## src/rtl/uart_rx_oversampled_pkg.sv

```systemverilog
// Shared UART definitions: frame width, receiver FSM encodings and
// the helpers for the baud divider and the three-sample majority voter.
package uart_rx_oversampled_pkg;

    localparam int FrameWidth = 8;

    typedef logic [FrameWidth-1:0] frameByte_t;

    localparam logic [1:0] StateIdle  = 2'd0;
    localparam logic [1:0] StateStart = 2'd1;
    localparam logic [1:0] StateData  = 2'd2;
    localparam logic [1:0] StateStop  = 2'd3;

    // Clocks per oversample tick, integer floor.
    function automatic int tickDivide(input int clockFreq, input int baudRate, input int oversample);
        return clockFreq / (baudRate * oversample);
    endfunction

    function automatic logic majority3(input logic a, input logic b, input logic c);
        return (a & b) | (a & c) | (b & c);
    endfunction

endpackage

```

## src/rtl/uart_rx_oversampled_if.sv

```systemverilog
// Ready/valid byte stream from the UART receiver, with its two error pulses.
interface uart_rx_oversampled_if;
    import uart_rx_oversampled_pkg::*;

    frameByte_t DataOut;
    logic       DataOutValid;
    logic       DataOutReady;
    logic       FrameError;
    logic       Overrun;

    modport master (
        output DataOut,
        output DataOutValid,
        output FrameError,
        output Overrun,
        input  DataOutReady
    );

    modport slave (
        input  DataOut,
        input  DataOutValid,
        input  FrameError,
        input  Overrun,
        output DataOutReady
    );

endinterface

```

## src/rtl/uart_rx_oversampled_baud_tick.sv

```systemverilog
// Oversample tick divider: one-cycle Tick every TickDiv clocks.
// Clear holds the count at zero so the first tick lands TickDiv clocks
// after Clear drops, aligning the sample phase to the start-bit edge.
module uart_rx_oversampled_baud_tick #(
    parameter int TickDiv = 27
) (
    input  logic Clock,
    input  logic Reset,
    input  logic Clear,
    output logic Tick
);

    localparam int CountWidth = (TickDiv > 1) ? $clog2(TickDiv) : 1;
    localparam logic [CountWidth-1:0] LastCount = CountWidth'(TickDiv - 1);

    logic [CountWidth-1:0] count;

    assign Tick = !Clear && (count == LastCount);

    // Free-running 0..TickDiv-1 counter, held at zero while cleared.
    always_ff @(posedge Clock or posedge Reset) begin
        if (Reset) begin
            count <= '0;
        end else if (Clear || (count == LastCount)) begin
            count <= '0;
        end else begin
            count <= count + CountWidth'(1);
        end
    end

endmodule

```

## src/rtl/uart_rx_oversampled.sv

```systemverilog
// Oversampling 8N1 UART receiver with ready/valid output buffer.
//
//   state      | meaning
//   -----------+------------------------------------------------------
//   StateIdle  | line idle; waiting for a low level on the synced input
//   StateStart | inside start bit; mid vote confirms it or rejects glitch
//   StateData  | one vote per data bit, shifted in LSB first
//   StateStop  | mid vote on stop bit: load byte, overrun or frame error
//
// Each bit is decided by one majority vote over the samples at labels
// Mid-1, Mid and Mid+1; the vote is final on the Mid+1 tick, so all state
// changes happen there. Returning to idle at the stop-bit vote leaves the
// rest of the stop bit as margin for the next start edge.
module uart_rx_oversampled
    import uart_rx_oversampled_pkg::*;
#(
    parameter int ClockFreq  = 50_000_000,
    parameter int BaudRate   = 115_200,
    parameter int Oversample = 16
) (
    input  logic                      Clock,
    input  logic                      Reset,
    input  logic                      SIn,
    uart_rx_oversampled_if.master     rxPort
);

    localparam int TickDiv     = tickDivide(ClockFreq, BaudRate, Oversample);
    localparam int SampleWidth = $clog2(Oversample);
    localparam int IndexWidth  = $clog2(FrameWidth);
    localparam int Mid         = Oversample / 2;

    localparam logic [SampleWidth-1:0] LastLabel   = SampleWidth'(Oversample - 1);
    localparam logic [SampleWidth-1:0] LabelBefore = SampleWidth'(Mid - 1);
    localparam logic [SampleWidth-1:0] LabelMid    = SampleWidth'(Mid);
    localparam logic [SampleWidth-1:0] LabelAfter  = SampleWidth'(Mid + 1);
    localparam logic [IndexWidth-1:0]  LastIndex   = IndexWidth'(FrameWidth - 1);

    logic                   resetMeta;
    logic                   resetSync;
    logic                   syncMeta;
    logic                   syncIn;
    logic [1:0]             state;
    logic [SampleWidth-1:0] sampleCnt;
    logic [SampleWidth-1:0] tickLabel;
    logic [IndexWidth-1:0]  bitIndex;
    frameByte_t             shiftReg;
    logic                   sampleA;
    logic                   sampleB;
    logic                   vote;
    logic                   voteNow;
    logic                   tick;
    logic                   tickClear;
    logic                   lineArmed;
    logic                   loadByte;
    logic                   overrunNow;
    logic                   frameErrNow;

    // Reset asserts asynchronously and releases two clocks later, in step with Clock.
    always_ff @(posedge Clock or posedge Reset) begin
        if (Reset) begin
            resetMeta <= 1'b1;
            resetSync <= 1'b1;
        end else begin
            resetMeta <= 1'b0;
            resetSync <= resetMeta;
        end
    end

    // Two-flop synchronizer for the asynchronous serial line, idle high.
    always_ff @(posedge Clock or posedge resetSync) begin
        if (resetSync) begin
            syncMeta <= 1'b1;
            syncIn   <= 1'b1;
        end else begin
            syncMeta <= SIn;
            syncIn   <= syncMeta;
        end
    end

    assign tickClear = (state == StateIdle);

    uart_rx_oversampled_baud_tick #(
        .TickDiv (TickDiv)
    ) baudTick (
        .Clock (Clock),
        .Reset (resetSync),
        .Clear (tickClear),
        .Tick  (tick)
    );

    // Label of the tick now occurring: ticks elapsed since the bit began, modulo Oversample.
    assign tickLabel   = (sampleCnt == LastLabel) ? '0 : sampleCnt + SampleWidth'(1);
    assign voteNow     = tick && (tickLabel == LabelAfter);
    assign vote        = majority3(sampleA, sampleB, syncIn);

    assign loadByte    = (state == StateStop) && voteNow && vote &&
                         (!rxPort.DataOutValid || rxPort.DataOutReady);
    assign overrunNow  = (state == StateStop) && voteNow && vote &&
                         rxPort.DataOutValid && !rxPort.DataOutReady;
    assign frameErrNow = (state == StateStop) && voteNow && !vote;

    // Per-bit tick counter, restarted at every start edge.
    always_ff @(posedge Clock or posedge resetSync) begin
        if (resetSync) begin
            sampleCnt <= '0;
        end else if (state == StateIdle) begin
            sampleCnt <= '0;
        end else if (tick) begin
            sampleCnt <= tickLabel;
        end
    end

    // Hold the two earlier samples of the vote; the third is the live synced input.
    always_ff @(posedge Clock or posedge resetSync) begin
        if (resetSync) begin
            sampleA <= 1'b1;
            sampleB <= 1'b1;
        end else if (tick) begin
            if (tickLabel == LabelBefore) sampleA <= syncIn;
            if (tickLabel == LabelMid)    sampleB <= syncIn;
        end
    end

    // After a frame error the line is still low; wait for it to go high before re-arming.
    always_ff @(posedge Clock or posedge resetSync) begin
        if (resetSync) begin
            lineArmed <= 1'b0;
        end else if (frameErrNow) begin
            lineArmed <= 1'b0;
        end else if ((state == StateIdle) && syncIn) begin
            lineArmed <= 1'b1;
        end
    end

    // Frame FSM with bit index and LSB-first shift register.
    always_ff @(posedge Clock or posedge resetSync) begin
        if (resetSync) begin
            state    <= StateIdle;
            bitIndex <= '0;
            shiftReg <= '0;
        end else begin
            case (state)
                StateIdle: begin
                    if (!syncIn && lineArmed) begin
                        state    <= StateStart;
                        bitIndex <= '0;
                    end
                end
                StateStart: begin
                    if (voteNow) begin
                        state    <= vote ? StateIdle : StateData;
                        bitIndex <= '0;
                    end
                end
                StateData: begin
                    if (voteNow) begin
                        shiftReg <= {vote, shiftReg[FrameWidth-1:1]};
                        if (bitIndex == LastIndex) begin
                            state <= StateStop;
                        end else begin
                            bitIndex <= bitIndex + IndexWidth'(1);
                        end
                    end
                end
                StateStop: begin
                    if (voteNow) begin
                        state <= StateIdle;
                    end
                end
                default: state <= StateIdle;
            endcase
        end
    end

    // Single-entry output buffer; a load in the accept cycle keeps Valid high.
    always_ff @(posedge Clock or posedge resetSync) begin
        if (resetSync) begin
            rxPort.DataOut      <= '0;
            rxPort.DataOutValid <= 1'b0;
        end else if (loadByte) begin
            rxPort.DataOut      <= shiftReg;
            rxPort.DataOutValid <= 1'b1;
        end else if (rxPort.DataOutValid && rxPort.DataOutReady) begin
            rxPort.DataOutValid <= 1'b0;
        end
    end

    // Error pulses, one cycle each; the stop vote value makes them exclusive.
    always_ff @(posedge Clock or posedge resetSync) begin
        if (resetSync) begin
            rxPort.FrameError <= 1'b0;
            rxPort.Overrun    <= 1'b0;
        end else begin
            rxPort.FrameError <= frameErrNow;
            rxPort.Overrun    <= overrunNow;
        end
    end

endmodule

```

## src/flat_wrapper.sv

```systemverilog
// flat-port wrapper written by rule: the top's interface ports become plain ports
module uart_rx_oversampled_flat import uart_rx_oversampled_pkg::*;
#(
    parameter int ClockFreq  = 50_000_000,
    parameter int BaudRate   = 115_200,
    parameter int Oversample = 16
)
  (Clock, Reset, SIn, rxPort_DataOut, rxPort_DataOutValid, rxPort_FrameError, rxPort_Overrun, rxPort_DataOutReady);
  uart_rx_oversampled_if rxPort_i ();
  input  logic Clock;
  input  logic Reset;
  input  logic SIn;
  output wire logic [$bits(rxPort_i.DataOut)-1:0] rxPort_DataOut;
  output wire logic [$bits(rxPort_i.DataOutValid)-1:0] rxPort_DataOutValid;
  output wire logic [$bits(rxPort_i.FrameError)-1:0] rxPort_FrameError;
  output wire logic [$bits(rxPort_i.Overrun)-1:0] rxPort_Overrun;
  input wire logic [$bits(rxPort_i.DataOutReady)-1:0] rxPort_DataOutReady;
  assign rxPort_DataOut = rxPort_i.DataOut;
  assign rxPort_DataOutValid = rxPort_i.DataOutValid;
  assign rxPort_FrameError = rxPort_i.FrameError;
  assign rxPort_Overrun = rxPort_i.Overrun;
  assign rxPort_i.DataOutReady = rxPort_DataOutReady;
  uart_rx_oversampled #(.ClockFreq(ClockFreq), .BaudRate(BaudRate), .Oversample(Oversample)) u_core (.Clock(Clock), .Reset(Reset), .SIn(SIn), .rxPort(rxPort_i));
endmodule
```

## config.mk

```make
export PLATFORM = sky130hd
export DESIGN_NAME = uart_rx_oversampled_flat
export DESIGN_NICKNAME = d
export VERILOG_FILES = /design/src/rtl/uart_rx_oversampled_pkg.sv /design/src/rtl/uart_rx_oversampled_if.sv /design/src/rtl/uart_rx_oversampled_baud_tick.sv /design/src/rtl/uart_rx_oversampled.sv /design/src/flat_wrapper.sv
export SDC_FILE = /design/constraint.sdc
export NUM_CORES = 1
export LEC_CHECK = 0
export CORE_UTILIZATION = 55
export DETAILED_ROUTE_END_ITERATION = 8
export MAX_ROUTING_LAYER = met4
export PLACE_DENSITY = 0.8
export SYNTH_ARGS = -nofsm -noshare
export SYNTH_HDL_FRONTEND = slang
export SYNTH_HIERARCHICAL = 1
export SYNTH_SLANG_ARGS = --single-unit
```

## constraint.sdc

```tcl
create_clock -name Clock -period 3.2 [get_ports Clock]
set_clock_uncertainty 0.05 [all_clocks]
set_input_delay 0.48 -clock Clock [delete_from_list [all_inputs] [get_ports Clock]]
set_output_delay 0.48 -clock Clock [all_outputs]
set_load 0.005 [all_outputs]
```

==> summary.txt, run 1 <==
Critical path
  – Critical path class: register to register
  – RR Endpoint: u_core/bitIndex[0]
  – CP max FO: 11
  – Crit path from: u_core/baudTick/count[0]
  – Worst r2r path cells: 9
  – Crit path capture: u_core/bitIndex[0]
  – Worst Path Required: 3.41 ns
  – WP data arrival: 2.82 ns
  – Reg2Reg Launch Point: u_core/baudTick/count[0]
  – Worst setup SP type: register
  – Crit end category: register
  – Worst R2R Setup Slack: 0.59 ns

Clock tree
  – H-tree level count: 2
  – Post-CTS Resized: 0
  – Cts bufs inserted: 5
  – CTS tree: yes
  – Clock latency on the worst-skew pair: 0.35 ns
  – Clock tree buffer depth: 2
  – Register clock-pin slew on the reported worst setup and hold paths: 0.13 ns
  – Clock root buffer: clkbuf_4
  – Setup Buffers After CTS: 0
  – Hold Buf Count CTS: 0
  – Sink Count: 40

Power
  – Sequential share of power: 59.0%
  – Clk pwr share: between 20% and 30%
  – Total power: 1.03 mW
  – PwrDens: 479 nW/um2
  – Net Sw Power: 0.309 mW
  – Internal Power: 0.719 mW
  – Static leakage: 0.993 nW
  – Comb pwr share: 17.0%
  – Net Sw Frac: 30.1%
  – VDD IR max: 329 uV

Synthesis
  – Register area share after synthesis: 52.3%
  – Fraction of registers with async set/reset: 100%
  – Post-synthesis cell count: 150
  – Syn avg cell area: about 13 um2
  – Yosys cell types: 44
  – Synth Cell Area: 1930 um2
  – Main synth FF type: dfrtp_1
  – Post-synthesis register bit count: 40
  – Post-Syn Nets: 162
  – Yosys warning total: 6
  – Number of synthesized flops with an enable pin: 0

Detailed routing
  – DRC errors left: 0
  – Routed Antenna Nets: 0
  – Vias per inst: 5.65
  – Drt wl/cell: ~15 um
  – DRT iter0 DRCs: 57
  – Final wirelength: 3.19 mm
  – Vias: 1220
  – Pre-antenna DRT Iters: 4

Cells and area
  – P&R area growth vs syn: 11.5%
  – Nets: between 150 and 200
  – Most common cell after layout, fill and taps aside: dfrtp_1
  – Share of layout cells above drive strength 1: 28.2%
  – Most frequent cells in the layout: 34 x dfrtp_1, 18 x mux2_2, 14 x clkdlybuf4s50_1
  – Inserted Diodes: 0

Floorplan
  – Top Ports: 15
  – Core area: approximately 3300 um2
  – Cell Rows: 21
  – Die width: 61.2 um
  – Die Y: 61.2 um
  – Starting density of the core: 57.7%
  – Die footprint: 3740 um2

Placement
  – Port buffer count: 14
  – Gpl congestion: 0.781
  – Post-DP HPWL: 2.37 mm

GRT
  – Gr usage total: about 20%
  – Number of global-route vias before repair: 1185
  – Grt ovf: 0
  – Pin count of the biggest net entering global routing: 34
  – First-pass GRT wire length: 5.17 mm
  – Antenna violations before repair: 0

STA
  – Final min period: 2.61 ns
  – Final hold vios: 0
  – Slew Viols, Final: 0
  – Fmax: 382 MHz
  – Period utilisation layout: 81.7%
  – Final setup TNS: 0 ns
  – Final setup vio count: 0
  – RSZ-0062 raised after global routing: no

Worst hold path
  – Min-delay worst type: register to asynchronous set/reset pin

Run
  – Max-cap violations: 0

Status
  – Outcome: finished, final reports clean
==> per-layer routing <==
metal / vias up / routed length, um / global-route usage [%]
li1: 578 / - / -
met1: 611 / 1390 / 22.7
met4: 0 / 83 / 10.4
met3: 10 / 116 / 5.88
met5: - / 0 / -
met2: 21 / 1590 / 32.1
==> cell families after synthesis <==
| logic type | share of synthesized area, % |
|---|---|
| simple gates | 14.0 |
| flops | 52.3 |
| fa+ha+maj | 5.20 |
| mux | 11.8 |
| other cells | 0.195 |
| buf+inv | 4.61 |
| xor+xnor | 1.36 |
| compound gates | 10.5 |
==> worst max-delay path: stages (launching register included) <==
cell     delay (ns)
dfrtp_1        0.43
inv_1          0.08
ha_1           0.13
and4b_1        0.34
nor2b_1        0.16
buf_4          0.18
and3_2         0.22
a32o_1         0.37
mux2_4         0.33
a22o_1         0.23
==> synthesized netlist by cell type, drive strengths merged, types with 4 or more instances <==
cell	count	share of area [%]
a21oi	6	1.6
buf	4	2.1
dfrtp	34	44
dfstp	6	8.2
ha	8	5.2
inv	9	1.8
mux2	19	11
nand2	4	0.78
nand2b	4	1.3
nand3	5	1.9
nor2	6	1.2
nor3	7	2.4
o21ai	4	1.0
==> flip-flops by register name, summed over array words and instances (netlist names), 3 cells and up, named ones only <==
name	cells
u_core/bitIndex	3
u_core/baudTick/count	5
u_core/shiftReg	8
u_core/sampleCnt	4
u_core/rxPort.DataOut	8
==> power groups by stage <==
stage / Sequential (mW) / Clock [mW] / Combinational, mW
global placement: 0.607 / 0 / 0.164
detailed placement: 0.615 / 0 / 0.176
global route: 0.617 / 0.277 / 0.199
floorplan: 0.599 / 0 / 0.145
finish: 0.607 / 0.247 / 0.175
CTS: 0.606 / 0.254 / 0.177
==> metrics by stage <==
step | cells | hold slack [ns] | setup slack, ns | utilization [%] | area [um2]
2_1_floorplan | 150 | 0.0807 | 0.903 | - | 1930
3_3_place_gp | 208 | 0.0933 | 0.692 | 62.7 | 2090
3_5_place_dp | 208 | 0.105 | 0.592 | 62.7 | 2090
4_1_cts | 216 | 0.116 | 0.588 | 64.4 | 2150
5_1_grt | 216 | 0.140 | 0.427 | 64.4 | 2150
6_report | 216 | 0.112 | 0.585 | 64.4 | 2150
==> layout make-up <==
class                           instances  area, um2
Timing Repair Buffer                   17        163
Multi-Input combinational cell         96        830
Tap cell                               46       57.6
Clock buffer                            5       37.5
Fill cell                             252       1190
Sequential cell                        40       1010
Inverter                                9       33.8
Clock inverter                          3       18.8
==> how the worst min path moves through the flow <==
stage | slack [ns] | start | end | depth (start not counted)
CTS | 0.12 | u_core/resetSync | u_core/baudTick/count[0] | 1
floorplan | 0.08 | u_core/resetSync | u_core/baudTick/count[0] | 1
detailed placement | 0.11 | u_core/resetSync | u_core/baudTick/count[2] | 1
global route | 0.14 | u_core/resetSync | u_core/baudTick/count[0] | 1
finish | 0.11 | u_core/resetSync | u_core/baudTick/count[3] | 1
global placement | 0.09 | u_core/resetSync | u_core/baudTick/count[1] | 1
Note: power is estimated with default switching activity, not from simulation.
==> run 2, diff against run 1 <==
==> constraint.sdc (replaced) <==
create_clock -name Clock -period 2.5 [get_ports Clock]
set_clock_uncertainty 0.05 [all_clocks]
set_input_delay 0.375 -clock Clock [delete_from_list [all_inputs] [get_ports Clock]]
set_output_delay 0.375 -clock Clock [all_outputs]
set_load 0.005 [all_outputs]
==> run 2 against run 1 <==
Effect of this change:
- non-clock buffer count grew 2
- total power rose by 29%
- final cell count grew 0.93%
- maximum frequency is 14% higher
- largest cell class unchanged
==> summary.txt, run 2 (synthesized netlist as in run 1, its figures left out) <==
Status
  – Outcome: finished, final reports clean

Placement
  – Post-Place Cells: 210
  – Port buffer count: 14
  – Post-DP HPWL: 2.45 mm
  – Gpl congestion: 0.740

Run
  – Max-cap violations: 0

GRT
  – First-pass GRT wire length: 5.29 mm
  – Number of global-route vias before repair: 1192
  – GRT busiest layer: met2
  – Grt met2 use: ~32%
  – Grt ovf: 0
  – Antenna violations before repair: 0
  – GR Layer Usage met3: approximately 5%
  – Gr usage total: a little over a fifth
  – Pin count of the biggest net entering global routing: 27
  – Met1 Usage GRT: 24.5%

Cells and area
  – Inserted Diodes: 0
  – Most frequent cells in the layout: 34 x dfrtp_1, 18 x mux2_2, 14 x clkdlybuf4s50_1
  – Largest regs: u_core/rxPort.DataOut: 8 flops, u_core/shiftReg: 8 flops, u_core/baudTick/count: 5 flops
  – Nets: 183
  – Share of layout cells above drive strength 1: 28.5%
  – Non-Filler Instances: ~220
  – Final core utilization: 64.8%
  – P&R area growth vs syn: 12.1%
  – Most common cell after layout, fill and taps aside: dfrtp_1

Power
  – PwrDens: between 600 and 700 nW/um2
  – VDD IR max: 443 uV
  – Static leakage: between 0.9 and 1 nW
  – Total power: 1.32 mW

Detailed routing
  – Vias per inst: 5.64
  – Vias: about 1200
  – DRT iter0 DRCs: 59
  – Drt wl/cell: 15.3 um
  – DRC errors left: 0
  – Routed Antenna Nets: 0
  – Pre-antenna DRT Iters: 5
  – Final wirelength: between 3 and 4 mm

STA
  – Slew Viols, Final: 0
  – Fmax: 436 MHz
  – Final setup TNS: 0 ns
  – Final setup vio count: 0
  – RSZ-0062 raised after global routing: no
  – Period utilisation layout: 91.8%
  – Final hold vios: 0
  – Final min period: approximately 2.3 ns

Critical path
  – Critical path class: register to register
  – Worst setup SP type: register
  – WP data arrival: approximately 2.5 ns
  – Worst R2R Setup Slack: ~0.20 ns
  – Crit path from: u_core/baudTick/count[0]
  – Worst Path Required: 2.69 ns
  – CP max FO: 10
  – Reg2Reg Launch Point: u_core/baudTick/count[0]
  – Crit end category: register

Floorplan
  – Core area: 3340 um2
  – Die footprint: 3740 um2
  – Starting density of the core: ~58%
  – Cell Rows: 21
  – Die width: 61.2 um
  – Die Y: 61.2 um
  – Top Ports: 15

Clock tree
  – Clock root buffer: clkbuf_4
  – CTS tree: yes
  – Cts bufs inserted: 5
  – Sink Count: 40
  – Hold Buf Count CTS: 0
  – Clock latency on the worst-skew pair: 0.35 ns
  – Clock tree buffer depth: 2
  – Post-CTS Resized: 0
  – Register clock-pin slew on the reported worst setup and hold paths: 0.11 ns
  – H-tree level count: 2
  – Setup Buffers After CTS: 0

Worst hold path
  – Min-delay worst type: register to asynchronous set/reset pin
## run 2: changes by cell type in the layout (fill, tap and decap cells not counted)
cell        delta
clkinv_4       -1
clkinvlp_4     +1
clkinv_2       -1
buf_4          +2
clkbuf_1       +1
## run 2: layout make-up
type	instances	area [um2]
clock inverter	2	12.5
fill	258	1180
inverter	9	33.8
sequential	40	1010
timing repair buffer	19	178
tap	46	57.6
clock buffer	6	41.3
multi-input combinational	96	830
## run 2: worst paths after layout
kind	to	cells after the start
max	u_core/shiftReg[2]	8
min	u_core/baudTick/count[2]	1
max reg2reg	u_core/shiftReg[2]	8
min reg2reg	u_core/baudTick/count[2]	1
max in group asynchronous	u_core/sampleB	2
min in group Clock	u_core/syncIn	0
## run 2: layer usage
| layer | vias to the layer above | wire length (um) |
|---|---|---|
| li1 | 585 | - |
| met1 | 614 | 1440 |
| met2 | 23 | 1740 |
| met3 | 8 | 104 |
| met4 | 0 | 57 |
| met5 | - | 0 |
## run 2: report_power, final
part / internal (mW) / switching [mW]
sequential: 0.705 / 0.0730
combinational: 0.108 / 0.115
clock: 0.109 / 0.212
## run 2: critical path, cell delays in order (launching register included)
cell and delay [ns]:
dfrtp_1 0.43, inv_1 0.07, ha_1 0.13, and4b_1 0.20
nor2b_1 0.15, buf_4 0.19, a32o_1 0.42, nand3_4 0.22
mux2_2 0.32
## run 2: per-stage QoR
| step | hold slack (ns) | cell area, um2 | setup slack (ns) |
|---|---|---|---|
| final | 0.126 | 2160 | 0.204 |
| after global routing | 0.156 | 2160 | 0.0457 |
| after CTS | 0.127 | 2160 | 0.186 |
| after detailed placement | 0.112 | 2110 | 0.183 |
| after global placement | 0.0972 | 2110 | 0.268 |
| after floorplan | 0.0807 | 1930 | 0.203 |
==> run 3, diff against run 2 <==
==> constraint.sdc (replaced) <==
create_clock -name Clock -period 2.9 [get_ports Clock]
set_clock_uncertainty 0.05 [all_clocks]
set_input_delay 0.435 -clock Clock [delete_from_list [all_inputs] [get_ports Clock]]
set_output_delay 0.435 -clock Clock [all_outputs]
set_load 0.005 [all_outputs]
==> run 3 against run 2 <==
Effect of this change:
- die area unchanged
- design area decreased by 0.69%
- sequential power decreased by 14%
- wire length increased by 3.8%
- sequential share of layout area increased by 0.33 points
- maximum frequency decreased by 9.9%
- clock-buffer cell count unchanged
- clock power decreased by 15%
- global-route usage about the same
- worst hold slack got worse by 0.022 ns
- largest power group unchanged
- via count increased by 0.24%
==> summary.txt, run 3 (synthesized netlist as in run 1, its figures left out) <==
Clock tree
  – Post-CTS Resized: 0
  – Clock latency on the worst-skew pair: around 0.35 ns
  – Clock tree buffer depth: 2
  – CTS tree: yes
  – Cts bufs inserted: 5
  – H-tree level count: 2
  – Sink Count: 40
  – Clock root buffer: clkbuf_4
  – Hold Buf Count CTS: 0
  – Register clock-pin slew on the reported worst setup and hold paths: 0.11 ns
  – Setup Buffers After CTS: 0

Worst hold path
  – Min-delay worst type: register to asynchronous set/reset pin

Critical path
  – Worst r2r path cells: 8
  – Crit path from: u_core/baudTick/count[0]
  – Worst Path Required: 3.08 ns
  – Reg2Reg Launch Point: u_core/baudTick/count[0]
  – CP max FO: 10
  – Crit end category: register
  – Max stage delay on crit path: 0.44 ns
  – Critical path class: register to register
  – Crit-path cells: inv_1 > ha_1 > and4b_1 > nor2b_1 > buf_4 > a32o_1 > mux2_4 > a22o_1
  – Worst setup SP type: register
  – WP data arrival: 2.73 ns
  – Worst path bufs/invs: 2
  – Delay-heaviest family, CP: compound AO/OA/AOI/OAI gates
  – CP max stage cell: dfrtp_1
  – Crit path depth: 8

GRT
  – Number of global-route vias before repair: 1225
  – GR Layer Usage met3: about 4.8%
  – Grt ovf: 0
  – Gr usage total: 20.8%
  – Grt met2 use: about a third
  – Pin count of the biggest net entering global routing: 34
  – First-pass GRT wire length: 5.41 mm
  – GRT busiest layer: met2
  – Met1 Usage GRT: 24.6%
  – Antenna violations before repair: 0

Placement
  – Port buffer count: 14
  – Post-Place Cells: 208
  – Post-DP HPWL: about 2.5 mm
  – Placed cell area: 2090 um2
  – Gpl congestion: 0.820

Cells and area
  – Largest regs: u_core/rxPort.DataOut: 8 flops, u_core/shiftReg: 8 flops, u_core/baudTick/count: 5 flops
  – Most common cell after layout, fill and taps aside: dfrtp_1
  – Final core utilization: approximately 64%
  – P&R area growth vs syn: 11.4%
  – Most frequent cells in the layout: 34 x dfrtp_1, 18 x mux2_2, 14 x clkdlybuf4s50_1
  – Final instance area: between 2000 and 2500 um2
  – Inserted Diodes: 0
  – Non-Filler Instances: 216
  – Nets: 181
  – Share of layout cells above drive strength 1: 27.6%

STA
  – Final setup vio count: 0
  – RSZ-0062 raised after global routing: no
  – Slew Viols, Final: 0
  – Period utilisation layout: 87.9%
  – Fmax: 392 MHz
  – Final hold vios: 0
  – Final min period: 2.55 ns
  – Final setup TNS: 0 ns

Power
  – PwrDens: 536 nW/um2
  – Static leakage: 0.986 nW
  – Total power: 1.15 mW
  – VDD IR max: 361 uV

Detailed routing
  – Pre-antenna DRT Iters: 4
  – Drt wl/cell: 16.1 um
  – Vias per inst: 5.71
  – Vias: roughly 1200
  – Final wirelength: 3.47 mm
  – Routed Antenna Nets: 0
  – DRT iter0 DRCs: 34
  – DRC errors left: 0

Run
  – Max-cap violations: 0

Status
  – Outcome: finished, final reports clean

Floorplan
  – Cell Rows: 21
  – Die Y: 61.2 um
  – Die width: 61.2 um
  – Top Ports: 15
  – Starting density of the core: 57.7%
  – Core area: 3340 um2
  – Die footprint: 3740 um2
[run 3: final timing paths]
path                                            endpoint  slack [ns]
worst max register to register        u_core/bitIndex[0]        0.35
worst min-delay path            u_core/baudTick/count[3]        0.10
min in group Clock                         u_core/syncIn        0.33
worst max-delay path                  u_core/bitIndex[0]        0.35
max in group asynchronous                  u_core/syncIn        2.18
worst min register to register  u_core/baudTick/count[3]        0.10
[run 3: area by class of cell]
class,count,area (um2)
clock buffer,6,41.3
clock inverter,2,12.5
fill,267,1190
inverter,9,33.8
multi-input combinational,96,830
sequential,40,1010
tap,46,57.6
timing repair buffer,17,163
[run 3: metrics by stage]
| step | hold WS (ns) | setup slack, ns |
|---|---|---|
| 2_1_floorplan | 0.0807 | 0.603 |
| 3_3_place_gp | 0.0919 | 0.523 |
| 3_5_place_dp | 0.0998 | 0.385 |
| 4_1_cts | 0.110 | 0.366 |
| 5_1_grt | 0.128 | 0.183 |
| 6_report | 0.104 | 0.351 |
[run 3: power by group]
group / switching (mW) / leakage, nW / internal (mW) / total, mW
logic: 0.109 / 0.439 / 0.0944 / 0.203
clock network: 0.180 / 0.0282 / 0.0937 / 0.273
registers: 0.0643 / 0.518 / 0.608 / 0.672
total: 0.353 / 0.986 / 0.796 / 1.15
[run 3: routing by layer]
metal / up-vias / share of wire, %
met5: - / 0
met3: 12 / 2.7
li1: 576 / -
met4: 0 / 3.5
met2: 31 / 49
met1: 614 / 45
